<file path="src/rtl/sdram_arb_pkg.sv">
// Shared types and helpers for the SDRAM port arbiter: FSM state encoding,
// slot/channel index helpers, frame-ring step and configuration check.
package sdram_arb_pkg;

  typedef enum logic [2:0] {
    ST_IDLE,
    ST_SETUP,
    ST_ISSUE,
    ST_BUSY,
    ST_DONE
  } arb_state_e;

  // Up to 4 channels -> up to 8 slots (w0..w(N-1), r0..r(N-1)).
  localparam int unsigned SLOT_W = 3;
  localparam int unsigned CH_W   = 2;

  function automatic logic [SLOT_W-1:0] slot_add(input logic [SLOT_W-1:0] base,
                                                 input int unsigned off,
                                                 input int unsigned nslot);
    int unsigned s;
    s = (32'(base) + off) % nslot;
    return SLOT_W'(s);
  endfunction

  function automatic logic slot_is_rd(input logic [SLOT_W-1:0] slot,
                                      input int unsigned num_ch);
    return 32'(slot) >= num_ch;
  endfunction

  function automatic logic [CH_W-1:0] slot_ch(input logic [SLOT_W-1:0] slot,
                                              input int unsigned num_ch);
    int unsigned s;
    s = 32'(slot);
    if (s >= num_ch) s = s - num_ch;
    return CH_W'(s);
  endfunction

  function automatic int unsigned frame_inc(input int unsigned idx,
                                            input int unsigned frame_num);
    return (idx + 1 >= frame_num) ? 0 : idx + 1;
  endfunction

  function automatic bit arb_cfg_ok(input int unsigned num_ch,
                                    input int unsigned frame_num,
                                    input int unsigned frame_w);
    return (num_ch >= 1) && (num_ch <= 4) &&
           (frame_num >= 3) && (frame_num <= 4) &&
           (frame_w == $clog2(frame_num));
  endfunction

endpackage

</file>
<file path="src/rtl/sdram_port_arb_frame_ring.sv">
// Per-channel frame-buffer ring: the writer always skips the buffer the
// reader holds (or is about to take), so the two never share a buffer.
module frame_ring
  import sdram_arb_pkg::*;
#(
  parameter int unsigned FRAME_NUM = 3,
  parameter int unsigned FRAME_W   = 2
) (
  input  logic               clk_108m,
  input  logic               rst_n,
  input  logic               wr_frame_done,
  input  logic               rd_frame_start,
  output logic [FRAME_W-1:0] wr_pic,
  output logic [FRAME_W-1:0] rd_pic
);

  logic [FRAME_W-1:0] last;
  logic [FRAME_W-1:0] rd_next;
  logic [FRAME_W-1:0] wr_step;
  logic [FRAME_W-1:0] wr_next;

  always_comb begin
    rd_next = rd_frame_start ? last : rd_pic;
    wr_step = FRAME_W'(frame_inc(32'(wr_pic), FRAME_NUM));
    wr_next = (wr_step == rd_next) ? FRAME_W'(frame_inc(32'(wr_step), FRAME_NUM)) : wr_step;
  end

  always_ff @(posedge clk_108m) begin
    if (!rst_n) begin
      wr_pic <= '0;
      rd_pic <= FRAME_W'(FRAME_NUM - 1);
      last   <= FRAME_W'(FRAME_NUM - 1);
    end else begin
      rd_pic <= rd_next;
      if (wr_frame_done) begin
        last   <= wr_pic;
        wr_pic <= wr_next;
      end
    end
  end

endmodule

</file>
<file path="src/rtl/sdram_port_arb.sv">
// Round-robin burst arbiter multiplexing NUM_CH write and NUM_CH read clients
// onto the single write/read ports of sdram_if, plus per-channel frame rings.
module sdram_port_arb
  import sdram_arb_pkg::*;
#(
  parameter int unsigned NUM_CH    = 2,
  parameter int unsigned DATA_W    = 16,
  parameter int unsigned LEN_W     = 8,
  parameter int unsigned ADDR_W    = 22,
  parameter int unsigned FRAME_NUM = 3,
  parameter int unsigned FRAME_W   = 2
) (
  input  logic                        clk_108m,
  input  logic                        rst_n,
  input  logic [NUM_CH-1:0]           wr_req,
  input  logic [NUM_CH*LEN_W-1:0]     wr_len,
  input  logic [NUM_CH*ADDR_W-1:0]    wr_addr,
  input  logic [NUM_CH*DATA_W-1:0]    wr_data,
  output logic [NUM_CH-1:0]           wr_data_rq,
  output logic [NUM_CH-1:0]           wr_done,
  input  logic [NUM_CH-1:0]           rd_req,
  input  logic [NUM_CH*LEN_W-1:0]     rd_len,
  input  logic [NUM_CH*ADDR_W-1:0]    rd_addr,
  output logic [DATA_W-1:0]           rd_data,
  output logic [NUM_CH-1:0]           rd_data_en,
  output logic [NUM_CH-1:0]           rd_done,
  input  logic [NUM_CH-1:0]           wr_frame_done,
  input  logic [NUM_CH-1:0]           rd_frame_start,
  output logic [NUM_CH*FRAME_W-1:0]   wr_pic,
  output logic [NUM_CH*FRAME_W-1:0]   rd_pic,
  output logic                        sdr_wr_rq,
  output logic [LEN_W-1:0]            sdr_wr_len,
  output logic [ADDR_W-1:0]           sdr_wr_addr,
  output logic [DATA_W-1:0]           sdr_wr_data,
  input  logic                        sdr_wr_data_rq,
  input  logic                        sdr_wr_end,
  output logic                        sdr_rd_rq,
  output logic [LEN_W-1:0]            sdr_rd_len,
  output logic [ADDR_W-1:0]           sdr_rd_addr,
  input  logic [DATA_W-1:0]           sdr_rd_data,
  input  logic                        sdr_rd_en,
  input  logic                        sdr_rd_end
);

  localparam int unsigned NSLOT  = 2 * NUM_CH;
  localparam int unsigned PEND_W = 1 << SLOT_W;

  if (!arb_cfg_ok(NUM_CH, FRAME_NUM, FRAME_W)) begin : g_cfg_err
    $error("sdram_port_arb: unsupported NUM_CH/FRAME_NUM/FRAME_W combination");
  end

  arb_state_e          state;
  logic [SLOT_W-1:0]   ptr;
  logic [SLOT_W-1:0]   slot_q;
  logic [CH_W-1:0]     ch_q;
  logic                rd_q;

  logic [PEND_W-1:0]   pend;
  logic [SLOT_W-1:0]   cand;
  logic [SLOT_W-1:0]   win;
  logic                win_ok;
  logic                win_rd;
  logic [CH_W-1:0]     win_ch;
  logic [LEN_W-1:0]    win_len;
  logic [ADDR_W-1:0]   win_addr;
  logic                xfer;
  logic [NUM_CH-1:0]   rd_en_route;

  // A slot whose done is showing this cycle is masked: its client only drops req next cycle.
  always_comb begin
    pend = '0;
    pend[NSLOT-1:0] = {rd_req & ~rd_done, wr_req & ~wr_done};
    win_ok = 1'b0;
    win    = '0;
    cand   = '0;
    for (int unsigned k = 0; k < NSLOT; k++) begin
      cand = slot_add(ptr, k, NSLOT);
      if (!win_ok && pend[cand]) begin
        win_ok = 1'b1;
        win    = cand;
      end
    end
    win_rd   = slot_is_rd(win, NUM_CH);
    win_ch   = slot_ch(win, NUM_CH);
    win_len  = '0;
    win_addr = '0;
    for (int unsigned i = 0; i < NUM_CH; i++) begin
      if (win_ch == CH_W'(i)) begin
        win_len  = win_rd ? rd_len[i*LEN_W +: LEN_W]    : wr_len[i*LEN_W +: LEN_W];
        win_addr = win_rd ? rd_addr[i*ADDR_W +: ADDR_W] : wr_addr[i*ADDR_W +: ADDR_W];
      end
    end
  end

  always_comb begin
    xfer        = (state == ST_ISSUE) || (state == ST_BUSY);
    wr_data_rq  = '0;
    rd_en_route = '0;
    sdr_wr_data = '0;
    for (int unsigned i = 0; i < NUM_CH; i++) begin
      if (ch_q == CH_W'(i)) begin
        wr_data_rq[i]  = xfer && !rd_q && sdr_wr_data_rq;
        rd_en_route[i] = xfer && rd_q && sdr_rd_en;
        if (state != ST_IDLE && !rd_q) sdr_wr_data = wr_data[i*DATA_W +: DATA_W];
      end
    end
  end

  always_ff @(posedge clk_108m) begin
    if (!rst_n) begin
      state       <= ST_IDLE;
      ptr         <= '0;
      slot_q      <= '0;
      ch_q        <= '0;
      rd_q        <= 1'b0;
      sdr_wr_rq   <= 1'b0;
      sdr_rd_rq   <= 1'b0;
      sdr_wr_len  <= '0;
      sdr_wr_addr <= '0;
      sdr_rd_len  <= '0;
      sdr_rd_addr <= '0;
      wr_done     <= '0;
      rd_done     <= '0;
      rd_data     <= '0;
      rd_data_en  <= '0;
    end else begin
      wr_done    <= '0;
      rd_done    <= '0;
      rd_data_en <= rd_en_route;
      if (|rd_en_route) rd_data <= sdr_rd_data;
      case (state)
        ST_IDLE: begin
          if (win_ok) begin
            slot_q <= win;
            ch_q   <= win_ch;
            rd_q   <= win_rd;
            if (win_rd) begin
              sdr_rd_len  <= win_len;
              sdr_rd_addr <= win_addr;
            end else begin
              sdr_wr_len  <= win_len;
              sdr_wr_addr <= win_addr;
            end
            state <= ST_SETUP;
          end
        end
        ST_SETUP: begin
          if (rd_q) sdr_rd_rq <= 1'b1;
          else      sdr_wr_rq <= 1'b1;
          state <= ST_ISSUE;
        end
        ST_ISSUE: begin
          if (rd_q ? sdr_rd_en : sdr_wr_data_rq) begin
            sdr_wr_rq <= 1'b0;
            sdr_rd_rq <= 1'b0;
            state     <= ST_BUSY;
          end
        end
        ST_BUSY: begin
          if (rd_q ? sdr_rd_end : sdr_wr_end) state <= ST_DONE;
        end
        ST_DONE: begin
          for (int unsigned i = 0; i < NUM_CH; i++) begin
            if (ch_q == CH_W'(i)) begin
              if (rd_q) rd_done[i] <= 1'b1;
              else      wr_done[i] <= 1'b1;
            end
          end
          ptr   <= slot_add(slot_q, 1, NSLOT);
          state <= ST_IDLE;
        end
        default: state <= ST_IDLE;
      endcase
    end
  end

  for (genvar g = 0; g < NUM_CH; g++) begin : g_ring
    frame_ring #(
      .FRAME_NUM(FRAME_NUM),
      .FRAME_W  (FRAME_W)
    ) u_ring (
      .clk_108m      (clk_108m),
      .rst_n         (rst_n),
      .wr_frame_done (wr_frame_done[g]),
      .rd_frame_start(rd_frame_start[g]),
      .wr_pic        (wr_pic[g*FRAME_W +: FRAME_W]),
      .rd_pic        (rd_pic[g*FRAME_W +: FRAME_W])
    );
  end

endmodule

</file>
<file path="config.mk">
export PLATFORM = sky130hd
export DESIGN_NAME = sdram_port_arb
export DESIGN_NICKNAME = d
export VERILOG_FILES = /design/src/rtl/sdram_arb_pkg.sv /design/src/rtl/sdram_port_arb_frame_ring.sv /design/src/rtl/sdram_port_arb.sv
export SDC_FILE = /design/constraint.sdc
export NUM_CORES = 1
export LEC_CHECK = 0
export BUFFER_PORTS_ARGS = -buffer_cell sky130_fd_sc_hd__buf_2
export CORE_AREA = 2 2 113 115
export DETAILED_ROUTE_END_ITERATION = 10
export DIE_AREA = 0 0 115 117
export GPL_TIMING_DRIVEN = 0
export PLACE_DENSITY = 0.7
export SYNTH_ARGS = -nofsm -noshare
export SYNTH_HDL_FRONTEND = slang
export SYNTH_HIERARCHICAL = 1
export SYNTH_SLANG_ARGS = --single-unit
</file>
<file path="constraint.sdc">
create_clock -name clk_108m -period 1.9 [get_ports clk_108m]
set_clock_uncertainty 0.05 [all_clocks]
set_input_delay 0.095 -clock clk_108m [delete_from_list [all_inputs] [get_ports clk_108m]]
set_output_delay 0.095 -clock clk_108m [all_outputs]
set_load 0.1 [all_outputs]
</file>
==> flow_metrics.env, run 1 <==
export IMPL_ioPinCount=292
export IMPL_dr_first_iter_drc_count=439
export IMPL_initial_core_util=0.375
export IMPL_fin_hold_ws_ns=0.0144
export IMPL_cp_max_fo=10
export IMPL_postSynthAreaPerCell_um2=7.94
export IMPL_whs_endpoint="state[2]"
export IMPL_h_tree_depth=3
export IMPL_chipHeight_um=117
export IMPL_max_cap_violation_count=0
export IMPL_chipWidth_um=115
export IMPL_mappedNetlistArea_um2=4620
export IMPL_globalRouteTotalUtil=0.269
export IMPL_floorplan_core_area_um2=12300
export IMPL_fin_total_pwr_mw=7.78
export IMPL_clock_period_minus_worst_slack_ns=1.84
export IMPL_clkTransAtPathRegs_ns=0.07
export IMPL_cts_max_path_buffers=2
export IMPL_worst_hold_startpoint="sdr_wr_end"
export IMPL_min_period_over_period=0.970
export IMPL_worst_setup_path_type="reg -> reg"
export IMPL_postLayoutCoreUtil=0.685
export IMPL_crit_path_cell_trace="nand2b_2, o31ai_4, or3_1, buf_4, buf_4, nand2_1, a311oi_1"
export IMPL_ys_seq_elements=103
export IMPL_run_status="finished clean"
export IMPL_floorplan_die_area_um2=13500
export IMPL_crit_required_ns=2.10
export IMPL_drv_slew=0
export IMPL_synthesis_yosys_warnings=6
export IMPL_synth_enable_flop_cells=0
export IMPL_rows=41
export IMPL_startpoint_type="flip-flop"
export IMPL_max_slew_margin_rel=0.638
export IMPL_clock_sinks=103
export IMPL_tightest_slew_ns=0.543
export IMPL_clock_insertion_delay_worst_skew_ns=0.34
export IMPL_regToRegStartpoint="wr_done[0]"
export IMPL_r2r_cells=7
export IMPL_via_density_per_instance=5.29
export IMPL_slowest_stage="sky130_fd_sc_hd__dfxtp_4"
export IMPL_post_layout_nonfiller_instances=1178
export IMPL_yosysUniqueCellTypes=40
export IMPL_timing_hold_worst_class="in -> reg"
export IMPL_gr_total_overflow=0
export IMPL_synth_fp_nets=764
export IMPL_setup_violations_final=0
export IMPL_synthArstFlopShare=0
export IMPL_final_net_count=1205
export IMPL_gpl_final_weighted_congestion=0.849
export IMPL_worst_ir_drop_vdd_v=0.000625
export IMPL_io_buffers=291
export IMPL_grt_antenna_before_repair=0
export IMPL_drtAntennaViolNets=0
export IMPL_holdPathStages=3
export IMPL_vias_in_the_first_global_route=5920
export IMPL_worst_r2r_endpoint="sdr_wr_len[3]"
export IMPL_cts_root_buffer_cell="sky130_fd_sc_hd__clkbuf_16"
export IMPL_proportion_of_synthesized_chip_area_in_sequential_cells=0.446
export IMPL_cellLeakagePower_nw=3.90
export IMPL_drt_total_wl_um=19000
export IMPL_tritoncts="built"
export IMPL_synthCells=582
export IMPL_layout_overhead_on_the_synthesized_area_pct=82.5
export IMPL_critPathCaptureType="flip-flop"
export IMPL_ys_dominant_reg_cell="sky130_fd_sc_hd__dfxtp_1"
export IMPL_timing_setup_tns_ns=0
export IMPL_drt_first_pass_iters=4
export IMPL_crit_top_cell="sky130_fd_sc_hd__buf_4"
export IMPL_tritoncts_num_buffers=9
export IMPL_place_detailed_hpwl_um=11600
export IMPL_grt_first_pass_wirelength_um=28500
export IMPL_worst_path_largest_cell_delay_ns=0.34
export IMPL_fraction_of_final_layout_cells_sized_beyond_drive_strength_1=0.389
export IMPL_setup_reg_to_reg_worst_slack_ns=0.06
export IMPL_route_detailed_wl_per_inst_um=16.1
export IMPL_largest_net_degree_at_the_start_of_global_routing=16
export IMPL_numPlacedInstances=1023
export IMPL_p_per_area_nw_per_um2=923
export IMPL_route_detailed_drc=0
export IMPL_max_freq_ghz=0.542
export IMPL_critical_path_arrival_ns=2.04
export IMPL_vias=6226
export IMPL_final_hold_viol_count=0
[final cells by class]
cell class / count / area, µm²
fill: 949 / 3880
timing repair buffer: 434 / 3010
multi-input combinational: 421 / 2510
sequential: 103 / 2080
buffer: 46 / 314
clock buffer: 12 / 256
tap: 150 / 188
clock inverter: 3 / 41.3
inverter: 8 / 30.0
antenna: 1 / 2.50
[cells in the mapped netlist (8+ instances only)]
| cell type | n | area share |
|---|---|---|
| sky130_fd_sc_hd__a311oi_1 | 30 | 0.057 |
| sky130_fd_sc_hd__buf_2 | 16 | 0.017 |
| sky130_fd_sc_hd__a21oi_1 | 51 | 0.055 |
| sky130_fd_sc_hd__dfxtp_1 | 103 | 0.45 |
| sky130_fd_sc_hd__nor2_1 | 33 | 0.027 |
| sky130_fd_sc_hd__a31oi_1 | 32 | 0.043 |
| sky130_fd_sc_hd__inv_1 | 8 | 0.0065 |
| sky130_fd_sc_hd__mux2i_1 | 19 | 0.041 |
| sky130_fd_sc_hd__o21ai_1 | 30 | 0.032 |
| sky130_fd_sc_hd__nor2b_1 | 9 | 0.012 |
| sky130_fd_sc_hd__nand2_1 | 158 | 0.13 |
| sky130_fd_sc_hd__clkbuf_1 | 27 | 0.022 |
[power by group]
group	switching [mW]	internal (mW)	total, mW
clock network	0.794	1.09	1.88
registers	0.112	2.34	2.45
logic	2.46	0.987	3.45
[worst max-delay path: cells and delay by family, from the launching register on]
| family | cells | cell delay, ns |
|---|---|---|
| AND/OR/NAND/NOR | 3 | 0.45 |
| buffers and inverters | 2 | 0.38 |
| AO/OA/AOI/OAI | 2 | 0.53 |
| flip-flops | 1 | 0.34 |
[what timing repair did]
item,CTS,global route
gates cloned,1,0
buffers inserted,3,1
hold buffers,138,0
resized for setup,61,43
endpoints found under the hold margin,78,0
setup endpoints to repair,88,88
pin swaps,3,1
[routing by layer]
| layer | vias to the layer above | global-route usage | share of wire |
|---|---|---|---|
| met1 | 2851 | 0.302 | 0.38 |
| met4 | 0 | 0.159 | 0.049 |
| met3 | 84 | 0.0669 | 0.080 |
| met5 | - | 0 | 0 |
| met2 | 368 | 0.463 | 0.49 |
| li1 | 2923 | - | - |
[state kept, by name, indices dropped and copies added, names as in the netlist]
register / count
g_ring.u_ring/last: 4
g_ring.u_ring/rd_pic: 4
g_ring.u_ring/wr_pic: 4
ptr: 2
rd_data: 16
rd_data_en: 2
rd_done: 2
sdr_rd_addr: 22
sdr_rd_len: 8
sdr_rd_rq: 1
sdr_wr_addr: 22
sdr_wr_len: 8
sdr_wr_rq: 1
slot_q: 2
state: 3
wr_done: 2
[cells by family after synthesis]
kind of cell           after synthesis  synth area share
AND/OR/NAND/NOR                    232             0.212
flip-flops                         103             0.446
buffers and inverters               58            0.0615
multiplexers                        23            0.0520
XOR/XNOR                             1           0.00190
AO/OA/AOI/OAI                      165             0.226
[layout by cell type, fill, tap and decap left out, drive strengths merged, types with 2 or more instances in the layout]
| cell | instances |
|---|---|
| a32o | 2 |
| nand2 | 158 |
| inv | 9 |
| buf | 320 |
| a21oi | 51 |
| nor2b | 9 |
| and3 | 3 |
| clkbuf | 34 |
| dlygate4sd3 | 138 |
| mux2i | 21 |
| nand4 | 2 |
| and2 | 5 |
| dfxtp | 103 |
| nand2b | 4 |
| a21o | 3 |
| o21a | 2 |
| nor3 | 6 |
| nand3b | 3 |
| a31oi | 32 |
| nor2 | 33 |
| a311oi | 30 |
| or3 | 2 |
| nand3 | 6 |
| o21ai | 34 |
| mux2 | 2 |
| o2111ai | 3 |
| a211oi | 4 |
[worst max-delay path by stage]
stage	startpoint	depth (start not counted)	slack, ns	end
after floorplan	slot_q[0]	4	-0.16	sdr_wr_data[0]
after global placement	state[0]	6	-0.31	sdr_wr_data[12]
after detailed placement	state[0]	6	-0.30	sdr_wr_data[12]
after CTS	state[0]	4	0.003	sdr_rd_addr[3]
after global routing	wr_done[0]	6	-0.005	sdr_wr_addr[7]
final	wr_done[0]	7	0.06	sdr_wr_len[3]
[through the flow]
stage          setup WS, ns  cell area [µm²]
4_1_cts             0.00340             8300
3_5_place_dp         -0.298             6390
5_1_grt            -0.00495             8430
3_3_place_gp         -0.309             6390
2_1_floorplan        -0.162             4740
6_report             0.0566             8430
Power figures use the tool's default switching activity.
==> inputs of run 2 (changes only) <==
BUFFER_PORTS_ARGS = -buffer_cell sky130_fd_sc_hd__buf_4   (was -buffer_cell sky130_fd_sc_hd__buf_2)
==> run 2 against run 1 <==
First-iteration DRC count decreased by 7.5%. Flip-flop and latch count stayed put. Critical path depth fell by 1. Routed wire length increased by 5.2%. Cell count shrank 0.17%. Maximum frequency decreased by 2.5%. Setup slack got worse by 0.047 ns. Non-clock buffer count is 2 lower. Register-to-register slack improved by 0.02 ns. Critical path type is now reg -> out. Highest routed layer unchanged.
==> flow_metrics.env, run 2 (synthesized netlist as in run 1, its figures left out) <==
export IMPL_io_buffers=291
export IMPL_cellLeakagePower_nw=4.10
export IMPL_route_detailed_wl_per_inst_um=17.0
export IMPL_setup_repair_after_global_routing_missed_its_margin="true"
export IMPL_grt_antenna_before_repair=0
export IMPL_vias=6276
export IMPL_timing_setup_tns_ns=0
export IMPL_grt_first_pass_wirelength_um=29200
export IMPL_timing_hold_worst_class="in -> reg"
export IMPL_worst_setup_path_type="reg -> out"
export IMPL_crit_required_ns=1.75
export IMPL_mostFrequentLayoutCells="sky130_fd_sc_hd__buf_4, sky130_fd_sc_hd__nand2_1, sky130_fd_sc_hd__dlygate4sd3_1, sky130_fd_sc_hd__dfxtp_1, sky130_fd_sc_hd__a21oi_1"
export IMPL_startpoint_type="flip-flop"
export IMPL_cts_root_buffer_cell="sky130_fd_sc_hd__clkbuf_16"
export IMPL_max_slew_margin_rel=0.627
export IMPL_tritoncts_num_buffers=9
export IMPL_gr_total_overflow=0
export IMPL_via_density_per_instance=5.34
export IMPL_rows=41
export IMPL_placed_cell_area_um2=7110
export IMPL_run_status="finished clean"
export IMPL_fraction_of_final_layout_cells_sized_beyond_drive_strength_1=0.389
export IMPL_p_per_area_nw_per_um2=891
export IMPL_route_detailed_drc=0
export IMPL_tritoncts="built"
export IMPL_dr_first_iter_drc_count=406
export IMPL_final_net_count=1203
export IMPL_vias_in_the_first_global_route=6152
export IMPL_clock_sinks=103
export IMPL_clock_period_minus_worst_slack_ns=1.89
export IMPL_clock_insertion_delay_worst_skew_ns=0.34
export IMPL_drtAntennaViolNets=0
export IMPL_chipHeight_um=117
export IMPL_largest_net_degree_at_the_start_of_global_routing=17
export IMPL_drv_slew=0
export IMPL_layout_overhead_on_the_synthesized_area_pct=98.8
export IMPL_postLayoutCoreUtil=0.746
export IMPL_final_hold_viol_count=0
export IMPL_cp_max_fo=5
export IMPL_floorplan_die_area_um2=13500
export IMPL_crit_top_cell="sky130_fd_sc_hd__buf_12"
export IMPL_worst_ir_drop_vdd_v=0.000520
export IMPL_initial_core_util=0.375
export IMPL_fin_total_pwr_mw=8.19
export IMPL_slowest_stage="sky130_fd_sc_hd__or3_4"
export IMPL_tightest_slew_ns=0.560
export IMPL_drt_first_pass_iters=7
export IMPL_critPathCaptureType="primary output"
export IMPL_ioPinCount=292
export IMPL_crit_path_cell_trace="or3_4, buf_12, nand2_8, clkbuf_16, nor2_4, buf_12"
export IMPL_critical_path_arrival_ns=1.75
export IMPL_layout_cell_area_non_filler_um2=9190
export IMPL_antennaDiodeCount=0
export IMPL_worst_path_largest_cell_delay_ns=0.43
export IMPL_mostFrequentLayoutCell="sky130_fd_sc_hd__buf_4"
export IMPL_reg_top3="sdr_rd_addr: 22 flops, sdr_wr_addr: 22 flops, rd_data: 16 flops"
export IMPL_max_freq_ghz=0.529
export IMPL_family_of_cells_with_the_greatest_summed_delay_on_the_critical_path="simple AND/OR/NAND/NOR gates"
export IMPL_floorplan_core_area_um2=12300
export IMPL_h_tree_depth=3
export IMPL_max_cap_violation_count=0
export IMPL_drt_total_wl_um=20000
export IMPL_clkTransAtPathRegs_ns=0.07
export IMPL_cts_max_path_buffers=2
export IMPL_gpl_final_weighted_congestion=0.876
export IMPL_place_detailed_hpwl_um=12800
export IMPL_setup_violations_final=0
export IMPL_cp_buffers_inverters=3
export IMPL_globalRouteTotalUtil=0.274
export IMPL_chipWidth_um=115
export IMPL_min_period_over_period=0.995
==> run 2: cell types whose count changed in the layout (fill, tap and decap cells not counted), moves of 2 or more <==
cell	before	now
sky130_fd_sc_hd__a311oi_2	7	5
sky130_fd_sc_hd__a311oi_1	23	25
sky130_fd_sc_hd__dlygate4sd3_1	138	132
sky130_fd_sc_hd__buf_2	283	9
sky130_fd_sc_hd__buf_6	20	16
sky130_fd_sc_hd__buf_12	3	12
sky130_fd_sc_hd__buf_4	13	285
==> run 2: worst min-delay path, stage by stage <==
cell and delay, ns:
sky130_fd_sc_hd__buf_4 0.11, sky130_fd_sc_hd__nand2_1 0.06, sky130_fd_sc_hd__a311oi_1 0.09
==> run 2: layout make-up <==
class	count	area [µm²]
timing repair buffer	432	3760
fill	842	3120
multi-input combinational	421	2480
sequential	103	2080
buffer	46	328
clock buffer	10	229
tap	150	188
clock inverter	6	83.8
inverter	8	30.0
==> run 2: stage by stage <==
step,worst slack [ns],cells,hold WS [ns]
after floorplan,-0.162,582,0.181
final,0.00986,1176,0.00379
after detailed placement,-0.261,1023,0.308
after CTS,0.00268,1173,0.000169
after global routing,-0.0288,1176,0.0103
after global placement,-0.235,1023,0.301
==> run 2: metal layers <==
metal	GRT usage	vias up	wire, µm
met5	0	-	0
met4	0.194	0	1200
met3	0.0592	111	1470
met2	0.464	358	9720
met1	0.307	2891	7580
li1	-	2916	-
==> run 2: repair_timing <==
action                                 CTS  global route
setup buffers                            4             4
hold buffers                           132             0
gates resized for setup                 46            56
gates cloned                             1             0
pin swaps                                4             9
setup endpoints to repair               88            91
endpoints found under the hold margin   76             0
==> run 2: worst paths after layout <==
path	startpoint	cells after the start	endpoint	slack, ns
worst max register to register	wr_done[0]	6	sdr_wr_addr[19]	0.08
worst min register to register	rd_data[14]	2	rd_data[14]	0.40
worst max-delay path	state[2]	6	sdr_wr_data[14]	0.01
worst min-delay path	wr_addr[9]	3	sdr_wr_addr[9]	0.004
==> run 2: power breakdown <==
group	internal (mW)	switching (mW)	leakage, nW	total, mW
combinational	1.26	2.50	3.10	3.76
sequential	2.34	0.121	0.849	2.46
clock	1.15	0.819	0.153	1.97
total	4.75	3.44	4.10	8.19
==> inputs of run 3 (changes only) <==
CORE_AREA = 2 2 112 114   (was 2 2 113 115)
CTS_BUF_LIST = sky130_fd_sc_hd__clkbuf_4   (was not set)
DIE_AREA = 0 0 114 116   (was 0 0 115 117)
PLACE_DENSITY = 0.72   (was 0.7)
==> run 3 against run 2 <==
Flip-flop and latch count unchanged. Die area shrank 1.7%. Critical endpoint is now sdr_wr_data[10]. Highest routed layer unchanged. Register-to-register slack is essentially flat. Cell count up 0.68%. The run now ends with setup timing left. First-iteration DRC count is 19% higher. Clock power shrank 48%.
==> flow_metrics.env, run 3 (synthesized netlist as in run 1, its figures left out) <==
export IMPL_place_ws_ns=-0.283
export IMPL_critPathCaptureType="primary output"
export IMPL_grt_first_pass_wirelength_um=31200
export IMPL_p_per_area_nw_per_um2=800
export IMPL_worst_ir_drop_vdd_v=0.000515
export IMPL_setup_repair_after_global_routing_missed_its_margin="true"
export IMPL_run_status="finished, violations left"
export IMPL_mostFrequentLayoutCells="sky130_fd_sc_hd__buf_4, sky130_fd_sc_hd__nand2_1, sky130_fd_sc_hd__dlygate4sd3_1, sky130_fd_sc_hd__dfxtp_1, sky130_fd_sc_hd__a21oi_1"
export IMPL_io_buffers=291
export IMPL_finalWorstSetupSlack_ns=-0.0124
export IMPL_vias=6300
export IMPL_chipHeight_um=116
export IMPL_initial_core_util=0.388
export IMPL_startpoint_type="flip-flop"
export IMPL_timing_hold_worst_class="in -> reg"
export IMPL_route_detailed_drc=0
export IMPL_floorplan_core_area_um2=11900
export IMPL_h_tree_depth=3
export IMPL_via_density_per_instance=5.32
export IMPL_rows=40
export IMPL_grt_antenna_before_repair=0
export IMPL_vias_in_the_first_global_route=6548
export IMPL_dr_first_iter_drc_count=484
export IMPL_layout_overhead_on_the_synthesized_area_pct=97.4
export IMPL_largest_net_degree_at_the_start_of_global_routing=17
export IMPL_floorplan_die_area_um2=13200
export IMPL_clock_insertion_delay_worst_skew_ns=0.44
export IMPL_tritoncts="built"
export IMPL_crit_required_ns=1.75
export IMPL_fraction_of_final_layout_cells_sized_beyond_drive_strength_1=0.381
export IMPL_ioPinCount=292
export IMPL_cellLeakagePower_nw=4.06
export IMPL_final_layout_fill_cell_count=796
export IMPL_fin_hold_ws_ns=0.0463
export IMPL_tritoncts_num_buffers=9
export IMPL_place_detailed_hpwl_um=12900
export IMPL_post_layout_nonfiller_instances=1184
export IMPL_violations="setup timing"
export IMPL_final_hold_viol_count=0
export IMPL_mostFrequentLayoutCell="sky130_fd_sc_hd__buf_4"
export IMPL_numPlacedInstances=1020
export IMPL_setup_violations_final=9
export IMPL_cp_max_fo=5
export IMPL_max_cap_violation_count=0
export IMPL_layout_cell_area_non_filler_um2=9120
export IMPL_drtAntennaViolNets=0
export IMPL_reg_top3="sdr_rd_addr: 22 flops, sdr_wr_addr: 22 flops, rd_data: 16 flops"
export IMPL_placed_cell_area_um2=7110
export IMPL_gr_total_overflow=0
export IMPL_clkTransAtPathRegs_ns=0.15
export IMPL_final_net_count=1214
export IMPL_drv_slew=0
export IMPL_max_freq_ghz=0.523
export IMPL_drt_total_wl_um=20100
export IMPL_clock_period_minus_worst_slack_ns=1.91
export IMPL_min_period_over_period=1.01
export IMPL_cts_root_buffer_cell="sky130_fd_sc_hd__clkbuf_4"
export IMPL_fin_total_pwr_mw=7.29
export IMPL_globalRouteTotalUtil=0.292
export IMPL_cts_max_path_buffers=2
export IMPL_tightest_slew_ns=0.507
export IMPL_antennaDiodeCount=0
export IMPL_worst_setup_path_type="reg -> out"
export IMPL_clock_sinks=103
export IMPL_drt_first_pass_iters=6
export IMPL_chipWidth_um=114
export IMPL_max_slew_margin_rel=0.662
export IMPL_critical_path_arrival_ns=1.77
export IMPL_gpl_final_weighted_congestion=0.848
export IMPL_route_detailed_wl_per_inst_um=17.0
## run 3: changes by cell type in the layout (fill, tap and decap cells not counted), moves of 5 or more
cell                            change
sky130_fd_sc_hd__dlygate4sd3_1     +12
sky130_fd_sc_hd__clkbuf_16          -9
sky130_fd_sc_hd__clkbuf_4          +12
sky130_fd_sc_hd__buf_12             +5
sky130_fd_sc_hd__buf_6              -6
## run 3: report_power, final
part | switching [mW] | internal, mW
sequential | 0.125 | 2.34
combinational | 2.51 | 1.30
clock | 0.733 | 0.283
total | 3.37 | 3.93
## run 3: per-layer routing
metal / track usage / wire length (µm)
met1: 0.319 / 7560
met2: 0.527 / 10200
met3: 0.0628 / 1380
met4: 0.160 / 977
met5: 0 / 0
## run 3: repair_timing
item / in CTS / in global routing
hold endpoints to repair: 89 / 0
setup endpoints to repair: 89 / 92
buffers inserted: 5 / 1
pin swaps: 13 / 14
gates cloned: 1 / 0
resized for setup: 72 / 41
hold buffers: 144 / 0
## run 3: path summary, 6_finish.rpt
| kind | from | endpoint | slack (ns) | depth (start not counted) |
|---|---|---|---|---|
| worst max-delay path | state[0] | sdr_wr_data[10] | -0.01 | 5 |
| worst min-delay path | rst_n | g_ring[0].u_ring/last[1] | 0.05 | 3 |
| worst max register to register | state[0] | sdr_wr_len[1] | 0.07 | 6 |
| worst min register to register | rd_data[10] | rd_data[10] | 0.42 | 2 |
## run 3: area by class of cell
cell class / count / area [µm²] / share of cell area
repair buffers: 442 / 3920 / 0.430
inverters: 8 / 32.5 / 0.00357
plain buffers: 47 / 329 / 0.0361
well taps: 147 / 184 / 0.0202
clock buffers: 10 / 75.1 / 0.00823
flip-flops and latches: 103 / 2080 / 0.229
clock inverters: 6 / 36.3 / 0.00398
multi-input cells: 421 / 2450 / 0.269
## run 3: per-stage QoR
step / util / setup TNS, ns
after floorplan: - / -0.325
after CTS: 0.755 / -0.285
after detailed placement: 0.597 / -10.69
final: 0.766 / -0.0481
after global routing: 0.766 / -0.692
after global placement: 0.597 / -5.25
## run 3: critical path, cell delays in order (launching register included)
cell and delay (ns):
sky130_fd_sc_hd__dfxtp_4 0.37, sky130_fd_sc_hd__or3_4 0.44, sky130_fd_sc_hd__nand2_8 0.12, sky130_fd_sc_hd__clkbuf_16 0.17
sky130_fd_sc_hd__nor2_4 0.04, sky130_fd_sc_hd__buf_12 0.17
